<file path="src/rtl/stack_pkg.sv">
// Shared types and size helpers for the LIFO/FIFO operand buffer.
package stack_pkg;

    typedef enum logic {MODE_LIFO = 1'b0, MODE_FIFO = 1'b1} stk_mode_t;

    localparam int unsigned DEF_DATA_SIZE  = 8;
    localparam int unsigned DEF_STACK_SIZE = 4;

    function automatic int unsigned depth_of(input int unsigned addr_w);
        return 32'd1 << addr_w;
    endfunction

    // One extra bit so the count can represent a completely full buffer.
    function automatic int unsigned cnt_w_of(input int unsigned addr_w);
        return addr_w + 32'd1;
    endfunction

endpackage

</file>
<file path="src/rtl/stack_ram.sv">
// DEPTH x DATA_SIZE register file: one synchronous write port, one asynchronous read port.
module stack_ram #(
    parameter int unsigned DATA_SIZE = 8,
    parameter int unsigned ADDR_W    = 4
) (
    input  logic                 clk_i,
    input  logic                 we_i,
    input  logic [ADDR_W-1:0]    waddr_i,
    input  logic [DATA_SIZE-1:0] wdata_i,
    input  logic [ADDR_W-1:0]    raddr_i,
    output logic [DATA_SIZE-1:0] rdata_o
);

    localparam int unsigned DEPTH = 32'd1 << ADDR_W;

    logic [DATA_SIZE-1:0] mem_q [DEPTH];

    always_ff @(posedge clk_i) begin
        if (we_i) begin
            mem_q[waddr_i] <= wdata_i;
        end
    end

    assign rdata_o = mem_q[raddr_i];

endmodule

</file>
<file path="src/rtl/stack_queue_buf.sv">
// Run-time selectable LIFO/FIFO buffer with registered pop data, occupancy flags and sticky errors.
module stack_queue_buf
    import stack_pkg::*;
#(
    parameter int unsigned DATA_SIZE  = DEF_DATA_SIZE,
    parameter int unsigned STACK_SIZE = DEF_STACK_SIZE,
    parameter int unsigned AF_LEVEL   = depth_of(STACK_SIZE) - 32'd2,
    parameter int unsigned AE_LEVEL   = 32'd1
) (
    input  logic                  CLK,
    input  logic                  RST,
    input  logic                  MODE,
    input  logic                  W,
    input  logic                  R,
    input  logic                  FLUSH,
    input  logic                  CLR_ERR,
    input  logic [DATA_SIZE-1:0]  DATA_WR,
    output logic [DATA_SIZE-1:0]  DATA_RD,
    output logic                  RD_VALID,
    output logic [STACK_SIZE:0]   COUNT,
    output logic                  stack_full,
    output logic                  stack_empty,
    output logic                  ALMOST_FULL,
    output logic                  ALMOST_EMPTY,
    output logic                  OVERFLOW,
    output logic                  UNDERFLOW
);

    localparam int unsigned DEPTH  = depth_of(STACK_SIZE);
    localparam int unsigned ADDR_W = STACK_SIZE;
    localparam int unsigned CNT_W  = cnt_w_of(STACK_SIZE);

    logic [CNT_W-1:0]     count_q, count_d;
    logic [ADDR_W-1:0]    wptr_q, wptr_d;
    logic [ADDR_W-1:0]    rptr_q, rptr_d;
    stk_mode_t            mode_q, mode_d;
    logic [DATA_SIZE-1:0] data_rd_q, data_rd_d;
    logic                 rd_valid_q, rd_valid_d;
    logic                 ovf_q, ovf_d;
    logic                 unf_q, unf_d;

    logic                 empty, full;
    logic                 pop_acc, push_acc;
    logic [ADDR_W-1:0]    lifo_top;
    logic [ADDR_W-1:0]    ram_waddr, ram_raddr;
    logic [DATA_SIZE-1:0] ram_rdata;

    assign empty    = (count_q == '0);
    assign full     = (count_q == CNT_W'(DEPTH));
    assign lifo_top = ADDR_W'(count_q - CNT_W'(1));

    // FLUSH masks both requests so they neither move data nor raise errors.
    assign pop_acc  = R && !empty && !FLUSH;
    assign push_acc = W && (!full || pop_acc) && !FLUSH;

    // A LIFO push paired with a pop overwrites the slot being popped.
    always_comb begin
        ram_raddr = lifo_top;
        ram_waddr = pop_acc ? lifo_top : ADDR_W'(count_q);
        if (mode_q == MODE_FIFO) begin
            ram_raddr = rptr_q;
            ram_waddr = wptr_q;
        end
    end

    stack_ram #(
        .DATA_SIZE (DATA_SIZE),
        .ADDR_W    (ADDR_W)
    ) u_ram (
        .clk_i   (CLK),
        .we_i    (push_acc),
        .waddr_i (ram_waddr),
        .wdata_i (DATA_WR),
        .raddr_i (ram_raddr),
        .rdata_o (ram_rdata)
    );

    always_comb begin
        count_d    = count_q;
        wptr_d     = wptr_q;
        rptr_d     = rptr_q;
        mode_d     = mode_q;
        data_rd_d  = data_rd_q;
        rd_valid_d = 1'b0;
        ovf_d      = (ovf_q && !CLR_ERR) || (W && !push_acc && !FLUSH);
        unf_d      = (unf_q && !CLR_ERR) || (R && !pop_acc && !FLUSH);

        if (empty && !push_acc) begin
            mode_d = stk_mode_t'(MODE);
        end

        if (FLUSH) begin
            count_d = '0;
            wptr_d  = '0;
            rptr_d  = '0;
        end else begin
            if (pop_acc) begin
                data_rd_d  = ram_rdata;
                rd_valid_d = 1'b1;
            end
            if (push_acc && !pop_acc) begin
                count_d = count_q + CNT_W'(1);
            end else if (pop_acc && !push_acc) begin
                count_d = count_q - CNT_W'(1);
            end
            if (mode_q == MODE_FIFO) begin
                if (push_acc) wptr_d = wptr_q + ADDR_W'(1);
                if (pop_acc)  rptr_d = rptr_q + ADDR_W'(1);
            end
        end
    end

    always_ff @(posedge CLK) begin
        if (RST) begin
            count_q    <= '0;
            wptr_q     <= '0;
            rptr_q     <= '0;
            mode_q     <= MODE_LIFO;
            data_rd_q  <= '0;
            rd_valid_q <= 1'b0;
            ovf_q      <= 1'b0;
            unf_q      <= 1'b0;
        end else begin
            count_q    <= count_d;
            wptr_q     <= wptr_d;
            rptr_q     <= rptr_d;
            mode_q     <= mode_d;
            data_rd_q  <= data_rd_d;
            rd_valid_q <= rd_valid_d;
            ovf_q      <= ovf_d;
            unf_q      <= unf_d;
        end
    end

    assign COUNT        = count_q;
    assign DATA_RD      = data_rd_q;
    assign RD_VALID     = rd_valid_q;
    assign OVERFLOW     = ovf_q;
    assign UNDERFLOW    = unf_q;
    assign stack_full   = full;
    assign stack_empty  = empty;
    assign ALMOST_FULL  = (count_q >= CNT_W'(AF_LEVEL));
    assign ALMOST_EMPTY = (count_q <= CNT_W'(AE_LEVEL));

endmodule

</file>
<file path="config.mk">
export PLATFORM = sky130hd
export DESIGN_NAME = stack_queue_buf
export DESIGN_NICKNAME = d
export VERILOG_FILES = /design/src/rtl/stack_pkg.sv /design/src/rtl/stack_ram.sv /design/src/rtl/stack_queue_buf.sv
export SDC_FILE = /design/constraint.sdc
export NUM_CORES = 1
export LEC_CHECK = 0
export CAP_MARGIN = 10
export CORE_UTILIZATION = 60
export DETAILED_ROUTE_END_ITERATION = 10
export GPL_TIMING_DRIVEN = 0
export HOLD_SLACK_MARGIN = 0.15
export MAX_ROUTING_LAYER = met4
export PLACE_DENSITY = 0.8
export SYNTH_ARGS = -nofsm -noshare
export SYNTH_HDL_FRONTEND = slang
export SYNTH_SLANG_ARGS = --single-unit
export TNS_END_PERCENT = 20
</file>
<file path="constraint.sdc">
create_clock -name CLK -period 4.3 [get_ports CLK]
set_input_delay 0.86 -clock CLK [delete_from_list [all_inputs] [get_ports CLK]]
set_output_delay 0.86 -clock CLK [all_outputs]
set_load 0.01 [all_outputs]
</file>
==> impl_results.md <==
- Fmax: 252.6 MHz
- Mapped Cells: 629
- Total clock sinks: 153
- # hold bufs at CTS: 0
- Tmin final: 3.959 ns
- Final setup viols: 0
- Drc violations: 0
- Status: completed
- WL final: 19920 µm
- Total GRT Usage: 34.93%
- PortBufs: 34
- Ys Warns: 0
- Crit start category: flop
- Layout cells sized above 1: 8.058%
- Clock Pin Slew Worst Setup and Hold Paths: 0.06 ns
- Core box area: 11470 µm²
- Setup Skew: 0.01043 ns
- Placed inst area: 7600 µm²
- N_diodes: 0
- Area Growth Syn to Fin: 16.15%
- Number of synthesized flops with an enable pin: 128
- Post-route cell area: 8224 µm²
- Initial Utilization: 61.75%
- Routability congestion estimate: 0.9432
- Synth top area share: 54.29%
- Final hold violation count: 0
- Most frequent cells in the layout: edfxtp_1 (128), o21ai_0 (106), nor2_1 (74)
- Synthesis-stage register bit count: 153
- Crit-path max FO: 12
- Num CTS Buffers: 17
- Slew headroom: 39.38%
- Gr ovfl total: 0
- Commonest non-fill, non-tap cell in the layout: edfxtp_1
- Die Ht: 110.6 µm
- Crit path arrival time: 4.02 ns
- VDD IR max: 0.3823 mV
- Critical path type: reg -> reg
- # rows: 39
- Mapped Avg Cell Area: 11.26 µm²
- Number of global-route vias before repair: 5223
- Ports: 35
- CP required: 4.36 ns
- WL per Instance: 23.77 µm
- Crit end category: flop
- Post-synthesis sequential area ratio: 61.35%
- Synth area leaders: edfxtp_1 (54%), o21ai_0 (7.5%), dfxtp_1 (7.1%)
- Initial antenna violation count: 0
- Tcrit/Tclk final: 92.08%
- Fin Setup TNS: 0 ns
- Largest net degree at the start of global routing: 17
- Vias per cell: 6.558
- Cell type with the highest aggregate area in the netlist: edfxtp_1
- Slew @ Worst Pin: 0.9059 ns
- Fin nets: 705
- Multi-input logic area: 2505 µm²
- Worst skew pair latency: 0.43 ns
- Netlist cell types: 49
- DP HPWL: 13580 µm
- CTS tree: built
- Router iterations before antenna repair: 5
- Number of max-cap violations: 0
- # H-tree levels: 4
- Layout fillers: 798
- Antenna viol nets, final: 0
- Post-CTS resize count: 0
- Register area: 4344 µm²
- Syn_nets: 652
- Via count: 5496
- Postcts setup bufs: 0
- First-pass GRT wire length: 30360 µm
- Initial drt markers: 617
- Die area: 12240 µm²
- Prevailing post-synth register cell: edfxtp_1
- Fin. max-slew vios: 0
- Hold WC Path Type: reg -> reg
- Leakage: 0.002607 µW
- Die width: 110.6 µm
- Ys async rst share: 0%
- Mapped cell area: 7081 µm²
- PD cells: 463.1 nW/µm²
- Root Driver: clkbuf_16
- RSZ-0062 raised after global routing: no
- Clock buffer depth: 2
## metal layers
layer	GRT usage, %	share of wire (%)	vias up
met5	-	0	-
met4	13.87	3.5	0
met3	6.531	9.7	44
met2	54.70	48	351
met1	45.33	38	2640
li1	-	-	2461
## synth_stat cells, types with 6 or more instances
| master | number |
|---|---|
| a211oi_1 | 6 |
| nor2b_1 | 38 |
| nand2_1 | 18 |
| a31oi_1 | 21 |
| o211ai_1 | 7 |
| buf_2 | 6 |
| dfxtp_1 | 25 |
| nand2b_1 | 6 |
| o22ai_1 | 31 |
| nand3_1 | 11 |
| nor3_1 | 17 |
| a21oi_1 | 13 |
| nor2_1 | 74 |
| clkbuf_1 | 31 |
| xor2_1 | 9 |
| ha_1 | 8 |
| o2bb2ai_1 | 14 |
| edfxtp_1 | 128 |
| o21ai_0 | 106 |
## area by class of cell
type | instances | share of cell area, %
timing repair buffer | 34 | 4.138
multi-input combinational | 427 | 30.46
buffer | 44 | 2.434
sequential | 153 | 52.82
clock buffer | 19 | 5.264
inverter | 5 | 0.3803
tap | 143 | 2.176
clock inverter | 13 | 2.328
## cell families (layout without fill, tap and decap cells)
logic type                 count (synthesis)  count (layout)  share of synthesized area (%)
AOI/OAI and AO/OA                        215             215                          18.24
muxes                                      3               3                         0.4241
xor gates and xnor gates                  14              14                          1.732
and+or+nand+nor                          187             187                          13.57
buffers and inverters                     49             115                          3.269
DFF                                      153             153                          61.35
adders and majority gates                  8               8                          1.414
## flip-flops by register name, indices dropped and copies added (netlist names)
signal       count
rptr_q           4
OVERFLOW         1
wptr_q           4
mode_q           1
u_ram.mem_q    128
COUNT            5
DATA_RD          8
RD_VALID         1
UNDERFLOW        1
## path summary, 6_finish.rpt
check                                          to  cells after the start  slack [ns]  startpoint
worst max register to register  u_ram.mem_q[1][7]                     10        0.34    COUNT[0]
worst min register to register         DATA_RD[6]                      2        0.50  DATA_RD[6]
worst max-delay path            u_ram.mem_q[1][7]                     10        0.34    COUNT[0]
worst min-delay path                   DATA_RD[6]                      2        0.50  DATA_RD[6]
## through the flow
step | worst slack [ns] | instances | util [%] | power [µW] | hold WS (ns)
global route | 0.2267 | 838 | 71.72 | 3907 | 0.5313
floorplan | 1.255 | 629 | - | 2003 | 0.4553
finish | 0.3405 | 838 | 71.72 | 3808 | 0.5023
global placement | 0.5179 | 806 | 66.27 | 2214 | 0.4694
detailed placement | 0.4389 | 806 | 66.27 | 2223 | 0.4974
CTS | 0.3990 | 838 | 71.72 | 3792 | 0.5055
## critical path, cell delays in order (launching register included)
cell and delay (ns):
dfxtp_1 0.40, inv_1 0.20, clkbuf_1 0.55, ha_1 0.28, or4b_4 0.52, and2_4 0.18, buf_12 0.14, xnor2_1 0.13
o21ai_0 0.30, nand2_2 0.15, nor2_1 0.73
## where the power goes
group          total (µW)  internal, µW  switching (µW)  leakage (µW)
combinational         565           188             377      0.000951
clock                1600           979             617      0.000300
sequential           1650          1630            14.9       0.00136
(Power assumes the default switching activity.)
